==> src/rtl/mem_arb_pkg.sv <==
// ---------------------------------------------------------------------------
// mem_arb_pkg
// Shared definitions for the two-requester memory port arbiter:
//   - default parameter values (word width, address width, read latency,
//     maximum hold time)
//   - requester-index type used for the "last granted" record and read tags
//   - arbiter state encoding
//   - small helper to pick the opposite requester
// ---------------------------------------------------------------------------
package mem_arb_pkg;

    localparam int DEF_DATA_W   = 8;
    localparam int DEF_ADDR_W   = 5;
    localparam int DEF_READ_LAT = 2;
    localparam int DEF_MAX_HOLD = 32;

    // Index of a requester (0 or 1)
    typedef logic [0:0] req_idx_t;

    typedef enum logic [1:0] {
        ST_IDLE  = 2'd0,
        ST_OWN0  = 2'd1,
        ST_OWN1  = 2'd2,
        ST_DRAIN = 2'd3
    } arb_state_t;

    // The requester that is not idx; used to break ties away from the last owner
    function automatic req_idx_t other_idx(input req_idx_t idx);
        return ~idx;
    endfunction

endpackage

==> src/rtl/mem_arb_rtag_pipe.sv <==
// ---------------------------------------------------------------------------
// mem_arb_rtag_pipe
// Read-return tag pipeline. Every accepted read enters a DEPTH-deep shift
// register carrying a valid bit and the issuing requester index; it emerges
// exactly DEPTH cycles later, aligned with the memory's read data.
// Ports:
//   Clock       in   rising-edge clock
//   Reset       in   asynchronous active-high reset, empties the pipeline
//   issue_valid in   a read is being issued this cycle
//   issue_tag   in   requester that issued the read
//   ret_valid   out  a read returns this cycle (registered)
//   ret_tag     out  requester the returning read belongs to (registered)
// ---------------------------------------------------------------------------
module mem_arb_rtag_pipe
    import mem_arb_pkg::*;
#(
    parameter int DEPTH = DEF_READ_LAT
) (
    input  logic     Clock,
    input  logic     Reset,
    input  logic     issue_valid,
    input  req_idx_t issue_tag,
    output logic     ret_valid,
    output req_idx_t ret_tag
);

    logic [DEPTH-1:0] vld_r;
    req_idx_t         tag_r [DEPTH];

    // Shift valid and tag one stage per cycle; reset drops reads in flight
    always_ff @(posedge Clock or posedge Reset) begin
        if (Reset) begin
            vld_r <= {DEPTH{1'b0}};
            for (int i = 0; i < DEPTH; i++) begin
                tag_r[i] <= 1'b0;
            end
        end else begin
            vld_r[0] <= issue_valid;
            tag_r[0] <= issue_tag;
            for (int i = 1; i < DEPTH; i++) begin
                vld_r[i] <= vld_r[i-1];
                tag_r[i] <= tag_r[i-1];
            end
        end
    end

    assign ret_valid = vld_r[DEPTH-1];
    assign ret_tag   = tag_r[DEPTH-1];

endmodule

==> src/rtl/mem_port_arbiter.sv <==
// ---------------------------------------------------------------------------
// mem_port_arbiter
// Grants a single-ported memory to one of two requesters at a time.
// IDLE picks a winner (ties go away from the last owner), OWNx forwards the
// owner's command to the memory, and DRAIN waits READ_LAT cycles so that
// reads issued by the old owner return before anyone else is granted.
// An owner is forced off after MAX_HOLD cycles if the other side is waiting.
// Ports:
//   Clock, Reset          clock and asynchronous active-high reset
//   Req0/Req1             requester wants ownership
//   Addr0/Addr1           requester address
//   RdEn0/RdEn1           requester read command
//   WrEn0/WrEn1           requester write command
//   WData0/WData1         requester write data
//   Gnt0/Gnt1             requester owns the port (registered)
//   RValid0/RValid1       read data on RData belongs to this requester
//   RData                 memory read data passed through
//   MemAddr/MemRE/MemWE/MemWData  command to the memory
//   MemRData              read data from the memory
// ---------------------------------------------------------------------------
module mem_port_arbiter
    import mem_arb_pkg::*;
#(
    parameter int DATA_W   = DEF_DATA_W,
    parameter int ADDR_W   = DEF_ADDR_W,
    parameter int READ_LAT = DEF_READ_LAT,
    parameter int MAX_HOLD = DEF_MAX_HOLD
) (
    input  logic              Clock,
    input  logic              Reset,
    input  logic              Req0,
    input  logic              Req1,
    input  logic [ADDR_W-1:0] Addr0,
    input  logic [ADDR_W-1:0] Addr1,
    input  logic              RdEn0,
    input  logic              RdEn1,
    input  logic              WrEn0,
    input  logic              WrEn1,
    input  logic [DATA_W-1:0] WData0,
    input  logic [DATA_W-1:0] WData1,
    output logic              Gnt0,
    output logic              Gnt1,
    output logic              RValid0,
    output logic              RValid1,
    output logic [DATA_W-1:0] RData,
    output logic [ADDR_W-1:0] MemAddr,
    output logic              MemRE,
    output logic              MemWE,
    output logic [DATA_W-1:0] MemWData,
    input  logic [DATA_W-1:0] MemRData
);

    localparam int HOLD_W  = (MAX_HOLD > 1) ? $clog2(MAX_HOLD) : 1;
    localparam int DRAIN_W = (READ_LAT > 1) ? $clog2(READ_LAT) : 1;
    localparam logic [HOLD_W-1:0]  HOLD_LAST  = HOLD_W'(MAX_HOLD - 1);
    localparam logic [DRAIN_W-1:0] DRAIN_LOAD = DRAIN_W'(READ_LAT - 1);

    arb_state_t         state_r;
    arb_state_t         state_next_s;
    req_idx_t           last_r;
    req_idx_t           last_next_s;
    logic [HOLD_W-1:0]  hold_cnt_r;
    logic [HOLD_W-1:0]  hold_cnt_next_s;
    logic [DRAIN_W-1:0] drain_cnt_r;
    logic [DRAIN_W-1:0] drain_cnt_next_s;
    logic               gnt0_r;
    logic               gnt1_r;
    req_idx_t           tie_winner_s;

    logic [ADDR_W-1:0]  mem_addr_s;
    logic [DATA_W-1:0]  mem_wdata_s;
    logic               mem_re_s;
    logic               mem_we_s;
    req_idx_t           issue_tag_s;
    logic               ret_valid_s;
    req_idx_t           ret_tag_s;

    assign tie_winner_s = other_idx(last_r);

    // Next-state, last-owner and counter update
    always_comb begin
        state_next_s     = state_r;
        last_next_s      = last_r;
        hold_cnt_next_s  = hold_cnt_r;
        drain_cnt_next_s = drain_cnt_r;
        case (state_r)
            ST_IDLE: begin
                if ((Req0 && Req1 && (tie_winner_s == 1'b0)) || (Req0 && !Req1)) begin
                    state_next_s    = ST_OWN0;
                    last_next_s     = 1'b0;
                    hold_cnt_next_s = {HOLD_W{1'b0}};
                end else if (Req1) begin
                    state_next_s    = ST_OWN1;
                    last_next_s     = 1'b1;
                    hold_cnt_next_s = {HOLD_W{1'b0}};
                end else begin
                    state_next_s = ST_IDLE;
                end
            end
            ST_OWN0: begin
                if (!Req0 || (Req1 && (hold_cnt_r == HOLD_LAST))) begin
                    state_next_s     = ST_DRAIN;
                    drain_cnt_next_s = DRAIN_LOAD;
                end else if (hold_cnt_r != HOLD_LAST) begin
                    hold_cnt_next_s = hold_cnt_r + {{(HOLD_W-1){1'b0}}, 1'b1};
                end else begin
                    // Saturated while the other side is not asking
                    hold_cnt_next_s = hold_cnt_r;
                end
            end
            ST_OWN1: begin
                if (!Req1 || (Req0 && (hold_cnt_r == HOLD_LAST))) begin
                    state_next_s     = ST_DRAIN;
                    drain_cnt_next_s = DRAIN_LOAD;
                end else if (hold_cnt_r != HOLD_LAST) begin
                    hold_cnt_next_s = hold_cnt_r + {{(HOLD_W-1){1'b0}}, 1'b1};
                end else begin
                    hold_cnt_next_s = hold_cnt_r;
                end
            end
            ST_DRAIN: begin
                if (drain_cnt_r == {DRAIN_W{1'b0}}) begin
                    state_next_s = ST_IDLE;
                end else begin
                    drain_cnt_next_s = drain_cnt_r - {{(DRAIN_W-1){1'b0}}, 1'b1};
                end
            end
            default: begin
                state_next_s     = ST_IDLE;
                drain_cnt_next_s = {DRAIN_W{1'b0}};
            end
        endcase
    end

    // State, counters and registered grants
    always_ff @(posedge Clock or posedge Reset) begin
        if (Reset) begin
            state_r     <= ST_IDLE;
            last_r      <= 1'b1;
            hold_cnt_r  <= {HOLD_W{1'b0}};
            drain_cnt_r <= {DRAIN_W{1'b0}};
            gnt0_r      <= 1'b0;
            gnt1_r      <= 1'b0;
        end else begin
            state_r     <= state_next_s;
            last_r      <= last_next_s;
            hold_cnt_r  <= hold_cnt_next_s;
            drain_cnt_r <= drain_cnt_next_s;
            gnt0_r      <= (state_next_s == ST_OWN0);
            gnt1_r      <= (state_next_s == ST_OWN1);
        end
    end

    // Forward the owner's command; write wins over a simultaneous read
    always_comb begin
        mem_addr_s  = {ADDR_W{1'b0}};
        mem_wdata_s = {DATA_W{1'b0}};
        mem_re_s    = 1'b0;
        mem_we_s    = 1'b0;
        issue_tag_s = 1'b0;
        case (state_r)
            ST_OWN0: begin
                mem_addr_s  = Addr0;
                mem_wdata_s = WData0;
                mem_we_s    = WrEn0;
                mem_re_s    = RdEn0 & ~WrEn0;
                issue_tag_s = 1'b0;
            end
            ST_OWN1: begin
                mem_addr_s  = Addr1;
                mem_wdata_s = WData1;
                mem_we_s    = WrEn1;
                mem_re_s    = RdEn1 & ~WrEn1;
                issue_tag_s = 1'b1;
            end
            default: begin
                mem_re_s = 1'b0;
                mem_we_s = 1'b0;
            end
        endcase
    end

    mem_arb_rtag_pipe #(
        .DEPTH (READ_LAT)
    ) u_rtag_pipe (
        .Clock       (Clock),
        .Reset       (Reset),
        .issue_valid (mem_re_s),
        .issue_tag   (issue_tag_s),
        .ret_valid   (ret_valid_s),
        .ret_tag     (ret_tag_s)
    );

    assign Gnt0     = gnt0_r;
    assign Gnt1     = gnt1_r;
    assign MemAddr  = mem_addr_s;
    assign MemWData = mem_wdata_s;
    assign MemRE    = mem_re_s;
    assign MemWE    = mem_we_s;
    assign RValid0  = ret_valid_s & (ret_tag_s == 1'b0);
    assign RValid1  = ret_valid_s & (ret_tag_s == 1'b1);
    // Read data is forced to zero while reset is held so every output is quiet
    assign RData    = Reset ? {DATA_W{1'b0}} : MemRData;

endmodule

==> config.mk <==
export PLATFORM = sky130hd
export DESIGN_NAME = mem_port_arbiter
export DESIGN_NICKNAME = d
export VERILOG_FILES = /design/src/rtl/mem_arb_pkg.sv /design/src/rtl/mem_arb_rtag_pipe.sv /design/src/rtl/mem_port_arbiter.sv
export SDC_FILE = /design/constraint.sdc
export NUM_CORES = 1
export LEC_CHECK = 0
export CAP_MARGIN = 20
export CORE_ASPECT_RATIO = 1.5
export CORE_MARGIN = 3
export CORE_UTILIZATION = 35
export DETAILED_ROUTE_END_ITERATION = 8
export PLACE_DENSITY = 0.78
export SETUP_SLACK_MARGIN = 0.2
export SYNTH_ARGS = -nofsm -noshare
export SYNTH_HDL_FRONTEND = slang
export SYNTH_SLANG_ARGS = --single-unit
==> constraint.sdc <==
create_clock -name Clock -period 3.36 [get_ports Clock]
set_input_delay 0.504 -clock Clock [delete_from_list [all_inputs] [get_ports Clock]]
set_output_delay 0.504 -clock Clock [all_outputs]
set_load 0.01 [all_outputs]
After elaboration in Yosys (flattened, before gate mapping)
Index checks and enable logic that the tools add are counted.
{"block": "word_totals", "regBits": 15, "input_bits": 42, "out_inout_bits": 27, "wordCells": 71}
{"block": "classes", "add_sub_neg": 2, "n_eq_ne": 12, "muxes": 24, "n_bitwise": 7, "n_reduce_logical": 17}
{"operator": "5-bit two-way mux", "n": 5}
{"operator": "8-bit case mux with 2 select lines", "n": 1}
{"operator": "5-bit case mux with 3 select lines", "n": 1}
{"operator": "2-bit two-way mux", "n": 5}
{"operator": "5-bit case mux with 2 select lines", "n": 1}
{"operator": "8-bit two-way mux", "n": 1}
{"operator": "2-bit != test (second input constant)", "n": 4}
{"operator": "2-bit case mux with 4 select lines", "n": 1}
{"operator": "2-bit == test (second input constant)", "n": 3}
{"operator": "1-bit two-way mux", "n": 6}
{"operator": "3-bit nonzero test", "n": 2}
{"operator": "5-bit by 1-bit adder with 5-bit output (second input constant)", "n": 1}
{"operator": "5-bit == test (second input constant)", "n": 1}
{"operator": "1-bit logical AND", "n": 5}
{"operator": "5-bit != test (second input constant)", "n": 1}
{"operator": "1-bit bitwise AND", "n": 4}
{"operator": "2-bit by 1-bit == test with 1-bit output (second input constant)", "n": 2}
{"operator": "1-bit case mux with 2 select lines", "n": 2}
{"operator": "4-bit AND reduction", "n": 1}
{"operator": "1-bit logical OR", "n": 3}
{"operator": "3-bit != test (second input constant)", "n": 1}
{"operator": "1-bit inverter", "n": 3}
{"operator": "1-bit case mux with 3 select lines", "n": 1}
{"operator": "3-bit AND reduction", "n": 1}
{"operator": "other kinds (5)", "n": 6}

Depth between registers and ports, before layout
Gate-level depths: netlist (run 1).
{"block": "depth", "ltp_word": 6, "ltp_mapped": 7, "depth_no_buf": 7}

Modules after synthesis
From an unflattened synthesis (run 1), not the netlist that was laid out.
{"block": "hier_totals", "hier_cells": 121, "area_unflattened_um2": 1044.8}
{"mod": "mem_port_arbiter", "instances": 1, "cells_per_inst": 116, "area_each_um2": 940.9}
{"mod": "mem_arb_rtag_pipe", "instances": 1, "cells_per_inst": 5, "area_each_um2": 103.8}

Worst setup path after synthesis (run 1)
OpenSTA, ideal clock, no wires.
{"block": "synth_path", "kind": "register to output", "from": "register state_r[1]", "to": "output port MemAddr[3]", "t_arrival_ns": 1.507, "slack_ns": 1.349, "path_stages_with_launch": 7, "n_path_buf": 2, "cell_sequence": "dfrtp_1 inv_1 ha_1 clkbuf_1 clkbuf_1 a22oi_1 nor2_1"}
{"block": "synth_between", "elab_chain_len": 2, "word_cells_on_any_way": 3, "classes_between": "2 x eq/ne; 1 x mux"}
{"item": "start: declaration", "line_no": "mem_port_arbiter.sv:58", "text": "arb_state_t state_r;"}
{"item": "start signal: assignment", "line_no": "mem_port_arbiter.sv:145", "text": "state_r <= state_next_s;"}
{"item": "2-bit == test or 2-bit by 1-bit == test with 1-bit output (tied branches)", "line_no": "mem_port_arbiter.sv:161", "text": "case (state_r)"}
{"item": "5-bit case mux with 2 select lines (*)", "line_no": "mem_port_arbiter.sv:161"}
{"item": "end: declaration", "line_no": "mem_port_arbiter.sv:46", "text": "output logic [ADDR_W-1:0] MemAddr,"}
Mark *: on every way between the ends. The rest lies on a longest branch, timed or not.

Worst setup path in the final report (run 1)
{"block": "layout_path", "from": "register state_r[1]", "to": "output port MemRE"}
{"block": "layout_between", "elab_chain_len": 2, "word_cells_on_any_way": 3, "classes_between": "2 x eq/ne; 1 x mux"}
{"item": "2-bit == test or 2-bit by 1-bit == test with 1-bit output (tied branches)", "line_no": "mem_port_arbiter.sv:161"}
{"item": "1-bit case mux with 2 select lines (*)", "line_no": "mem_port_arbiter.sv:161"}
{"item": "end: declaration", "line_no": "mem_port_arbiter.sv:47", "text": "output logic MemRE,"}
Marked as above.

==> results of run 1 <==
## cells in the mapped netlist (all sizes together)
| library cell | n |
|---|---|
| buf | 1 |
| nor3 | 1 |
| nor2b | 10 |
| clkinv | 1 |
| clkbuf | 4 |
| nand2b | 1 |
| or2b | 1 |
| nand4b | 1 |
| a21boi | 3 |
| a211oi | 1 |
| nand3b | 4 |
| o211ai | 1 |
| o221ai | 1 |
| a21o | 1 |
| nor2 | 18 |
| a221o | 1 |
| o21ai | 7 |
| and2 | 2 |
| a31oi | 3 |
| nand2 | 4 |
| mux2 | 1 |
| dfrtp | 14 |
| o31ai | 2 |
| or2 | 1 |
| a22oi | 14 |
| a32oi | 1 |
| dfstp | 1 |
| and3 | 1 |
| a21oi | 5 |
| ha | 8 |
| inv | 5 |
## worst min path at each step
stage                      endpoint            startpoint  cells after the start
2_1_floorplan   u_rtag_pipe.ret_tag  u_rtag_pipe.tag_r[1]                      0
3_3_place_gp    u_rtag_pipe.ret_tag  u_rtag_pipe.tag_r[1]                      0
3_5_place_dp    u_rtag_pipe.ret_tag  u_rtag_pipe.tag_r[1]                      0
4_1_cts         u_rtag_pipe.ret_tag  u_rtag_pipe.tag_r[1]                      0
5_1_grt        u_rtag_pipe.vld_r[1]  u_rtag_pipe.vld_r[0]                      0
6_report        u_rtag_pipe.ret_tag  u_rtag_pipe.tag_r[1]                      0
## critical path: stages, from the launching register on
cell and delay (ps):
dfrtp_1 420, inv_1 130, ha_1 390, clkinv_1 400, a21oi_1 290, clkdlybuf4s50_1 580
## stage by stage
stage / util (%) / setup WS, ps / total power (uW) / area (um^2)
after floorplan: - / 1350 / 803 / 1050
after CTS: 65.4 / 395 / 1310 / 1810
final: 65.4 / 390 / 1300 / 1810
after detailed placement: 63.7 / 680 / 1150 / 1760
after global routing: 65.4 / 217 / 1390 / 1810
after global placement: 63.7 / 758 / 1130 / 1760
## per-layer routing
metal | vias up | track usage (%)
li1 | 563 | -
met1 | 552 | 16.6
met2 | 81 | 39.1
met3 | 17 | 5.93
met4 | 0 | 16.2
met5 | - | 0
## registers in the layout (all words and copies together), names as in the netlist
name	flops
Gnt0	1
u_rtag_pipe.tag_r	1
hold_cnt_r	5
drain_cnt_r	1
u_rtag_pipe.ret_tag	1
last_r	1
state_r	2
u_rtag_pipe.vld_r	2
Gnt1	1
## layout make-up
class | count | area share [%]
Clock buffer | 4 | 2.49
Inverter | 6 | 1.25
Multi-Input combinational cell | 93 | 35.1
Sequential cell | 15 | 20.9
Tap cell | 37 | 2.56
Timing Repair Buffer | 68 | 37.7
## power breakdown
group / switching [uW] / internal, uW
logic: 433 / 406
registers: 58.7 / 255
clock network: 65.6 / 84.1
## kinds of logic (layout without fill, tap and decap cells)
group | count (synthesis) | count (layout) | synth area share (%)
buf+inv | 11 | 78 | 4.04
fa+ha+maj | 8 | 8 | 9.50
compound gates | 40 | 40 | 27.2
flops | 15 | 15 | 35.7
simple gates | 44 | 44 | 22.1
mux | 1 | 1 | 1.42
==> impl_metrics.json, run 1 <==
{
  "drt_wl_total_mm": 3.60,
  "setup_viol": 0,
  "ant_nets": 0,
  "portBuffers": 68,
  "synth_top_area_share_pct": 33.3,
  "hp-class": "register to register",
  "final_cells": 223,
  "peakVddDrop_v": 0.000542,
  "wl_met1_mm": 1.14,
  "cts_buffer_depth": 2,
  "synth_top_area_cell": "dfrtp_1",
  "core.rowCount": 23,
  "drive_above_1_share_pct": 5.91,
  "hpwl_mm": 2.99,
  "register_area_um2": 377,
  "clk_latency_ps": 250,
  "rsz0062_at_grt": "false",
  "hold_ws_ps": 365,
  "drv_cap": 0,
  "grt_max_degree": 21,
  "drv_slew": 0,
  "synthCells": 119,
  "highest_layer": "met4",
  "synth_seq_cells": 15,
  "dieArea_um2": 3720,
  "cts_tree": "built",
  "startpoint": "state_r[1]",
  "post_drt_wl_per_cell_um": 16.1,
  "worst-setup-path-type": "register to output pin",
  "worst_r2r_endpoint": "hold_cnt_r[0]",
  "wl_met2_mm": 1.84,
  "viasPerCell": 5.44,
  "total_leakage_power_uw": 0.000733,
  "core-area_um2": 2760,
  "period_needed_ps": 2970,
  "regToRegSetupSlack_ps": 1150,
  "max_clock_freq_mhz": 337,
  "ys_warn_count": 0,
  "syn_area_per_cell_um2": 8.85,
  "finalHoldViolations": 0,
  "seq_area_frac_synth_pct": 35.7,
  "dp_cells": 219,
  "powerDensity_nw_per_um2": 722,
  "clkTransAtPathRegs_ps": 60,
  "grt_usage_pct": 20.4,
  "postCtsSetupRepairBufs": 0,
  "fin_setup_tns_ps": 0,
  "pin_count": 69,
  "dieHeight_um": 73.2,
  "wl_met3_um": 374,
  "tightest_slew_ps": 674,
  "cts_made_buffers": 3,
  "hold_buffers": 0,
  "clock_skew_ps": 1.18,
  "path_max_fanout": 18,
  "grt_pass1_wl_mm": 5.58,
  "status": "complete, no violations",
  "cts_htree_levels": 1,
  "r2r_cells": 6,
  "critPathArrivalTime_ps": 2470,
  "syn_area_um2": 1050,
  "synth_cell_types": 33,
  "area_delta_synth_final_pct": 71.4,
  "antenna_found_initial": 0,
  "slew_headroom_pct": 55.0,
  "nFillCells": 241,
  "syn_nets": 169,
  "mostFrequentLayoutCell": "clkdlybuf4s50_1",
  "nets": 237,
  "first_pass_iters": 4,
  "crit_path_end": "MemRE",
  "gp_congestion": 0.786,
  "reg2reg_from": "state_r[0]",
  "synth_area_leaders": "dfrtp_1 (33%), a22oi_1 (10%), ha_1 (9.5%)",
  "clock-sinks": 15,
  "detailedRoute.firstIterationViolations": 8,
  "grt.overflow.total": 0,
  "post-route-period-util_pct": 88.4,
  "final_cell_mix": "clkdlybuf4s50_1 (68), nor2_1 (18), dfrtp_1 (14), a22oi_1 (14), nor2b_1 (10)",
  "crit_required_ps": 2860,
  "drc_errors": 0,
  "endpoint_kind": "output pin",
  "diodes": 0,
  "grt_pass1_vias": 1325,
  "vias": 1213,
  "cp-start-kind": "register",
  "multi_input_area_um2": 634,
  "cts_resized": 0,
  "start_util_pct": 38.1,
  "clockRootBuffer": "clkbuf_8",
  "die_w_um": 50.8
}
Note: power is estimated with default switching activity, not from simulation.
==> run 2, diff against run 1 <==
--- a/config.mk
+++ b/config.mk
@@ -10,7 +10,7 @@
 export CORE_MARGIN = 3
 export CORE_UTILIZATION = 35
 export DETAILED_ROUTE_END_ITERATION = 8
-export PLACE_DENSITY = 0.78
+export DONT_BUFFER_PORTS = 1
 export SETUP_SLACK_MARGIN = 0.2
 export SYNTH_ARGS = -nofsm -noshare
 export SYNTH_HDL_FRONTEND = slang
==> constraint.sdc (replaced) <==
create_clock -name Clock -period 3.36 [get_ports Clock]
set_input_delay 0.336 -clock Clock [delete_from_list [all_inputs] [get_ports Clock]]
set_output_delay 0.336 -clock Clock [all_outputs]
set_load 0.01 [all_outputs]
==> run 2 against run 1 <==
Net effect: core utilization is 25 points lower; critical path depth is 1 lower; power fell by 20%; sequential cell count is the same; clock power is essentially flat; first-iteration DRC count increased to 2.9 times the previous value; count of clock-buffer cells in the layout is the same; cell area fell by 38%; sequential share of layout area increased by 13 points; critical endpoint unchanged; highest routed layer unchanged.
==> impl_metrics.json, run 2 (synthesis gave the netlist of run 1 again) <==
{
  "status": "complete, no violations",
  "max_clock_freq_mhz": 417,
  "clock-sinks": 15,
  "cts_tree": "built",
  "fin_setup_tns_ps": 0,
  "detailedRoute.firstIterationViolations": 23,
  "post-route-period-util_pct": 71.4,
  "nets": 169,
  "reg_top3": "hold_cnt_r: 5 flops, state_r: 2 flops, u_rtag_pipe.vld_r: 2 flops",
  "clk_latency_ps": 250,
  "drv_cap": 0,
  "largest_reg_flops": 5,
  "post_drt_wl_per_cell_um": 16.5,
  "grt.overflow.total": 0,
  "core-area_um2": 2760,
  "drt_wl_total_mm": 2.57,
  "antenna_found_initial": 0,
  "worst_r2r_endpoint": "hold_cnt_r[0]",
  "powerDensity_nw_per_um2": 927,
  "cts_buffer_depth": 2,
  "clock_skew_ps": 3.47,
  "grt_pass1_wl_mm": 3.95,
  "postCtsSetupRepairBufs": 0,
  "clockRootBuffer": "clkbuf_8",
  "viasPerCell": 5.94,
  "regToRegSetupSlack_ps": 1220,
  "final_cell_mix": "nor2_1 (18), dfrtp_1 (14), a22oi_1 (14)",
  "area_delta_synth_final_pct": 6.77,
  "hp-class": "primary input to asynchronous set/reset pin",
  "grt_usage_pct": 14.7,
  "rsz0062_at_grt": "false",
  "gp_congestion": 0.780,
  "crit_required_ps": 3020,
  "cts_resized": 0,
  "setup_viol": 0,
  "critPathArrivalTime_ps": 2060,
  "grt_pass1_vias": 924,
  "hold_buffers": 0,
  "tightest_slew_ps": 652,
  "clkTransAtPathRegs_ps": 60,
  "total_leakage_power_uw": 0.000477,
  "drv_slew": 0,
  "pin_count": 69,
  "r2r_cells": 7,
  "dieHeight_um": 73.2,
  "peakVddDrop_v": 0.000471,
  "endpoint_kind": "output pin",
  "diodes": 0,
  "largest_register": "hold_cnt_r",
  "first_pass_iters": 4,
  "setup_slack_ps": 961,
  "grt_max_degree": 21,
  "core.rowCount": 23,
  "mostFrequentLayoutCell": "nor2_1",
  "dieArea_um2": 3720,
  "vias": 920,
  "start_util_pct": 38.1,
  "reg2reg_from": "hold_cnt_r[0]",
  "path_max_fanout": 18,
  "cts_made_buffers": 3,
  "drive_above_1_share_pct": 9.32,
  "finalHoldViolations": 0,
  "worst-setup-path-type": "register to output pin",
  "ant_nets": 0,
  "portBuffers": 0,
  "period_needed_ps": 2400,
  "cp-start-kind": "register",
  "hpwl_mm": 2.08,
  "die_w_um": 50.8,
  "cts_htree_levels": 1,
  "dp_slack_ps": 1230,
  "slew_headroom_pct": 56.5,
  "drc_errors": 0
}
[run 2: cell types whose count changed in the layout (fill, tap and decap cells not counted)]
cell	change
clkdlybuf4s50_1	-68
[run 2: per-stage QoR]
stage / utilization [%] / hold WS, ps / instance area, um^2 / total power [uW] / std cells
final: 40.7 / 33.9 / 1120 / 1040 / 155
after detailed placement: 39.1 / 335 / 1080 / 899 / 151
after global routing: 40.7 / 99.0 / 1120 / 1130 / 155
after floorplan: - / 237 / 1050 / 803 / 119
after CTS: 40.7 / 59.5 / 1120 / 1050 / 155
after global placement: 39.1 / 317 / 1080 / 887 / 151
[run 2: layer usage]
metal | wire, um | track usage (%)
met1 | 879 | 13.8
met2 | 1280 | 27.5
met3 | 280 | 1.64
met4 | 124 | 12.3
met5 | 0 | 0
[run 2: final cells by class]
class / count / area [um^2]
flip-flops and latches: 15 / 377
clock buffers: 4 / 45.0
fillers: 269 / 1640
inverters: 6 / 22.5
multi-input cells: 93 / 634
well taps: 37 / 46.3
[run 2: report_power, final]
group          total, uW  switching, uW  internal (uW)
clock                147           62.8           84.1
sequential           316           60.6            256
combinational        579            368            211
total               1040            491            551
[run 2: worst max path at each step]
stage                       start             to  slack (ps)  cells past startpoint
floorplan           hold_cnt_r[0]  hold_cnt_r[0]        1380                      7
global placement       state_r[1]          MemRE        1260                      4
detailed placement     state_r[1]          MemRE        1230                      4
CTS                    state_r[1]          MemRE         950                      4
global route           state_r[1]          MemRE         760                      4
finish                 state_r[1]          MemRE         960                      4
[run 2: critical path, stage by stage, from the launching register on]
cell      delay [ps]
dfrtp_1          420
inv_1            120
ha_1             400
clkinv_1         410
a21oi_1          450
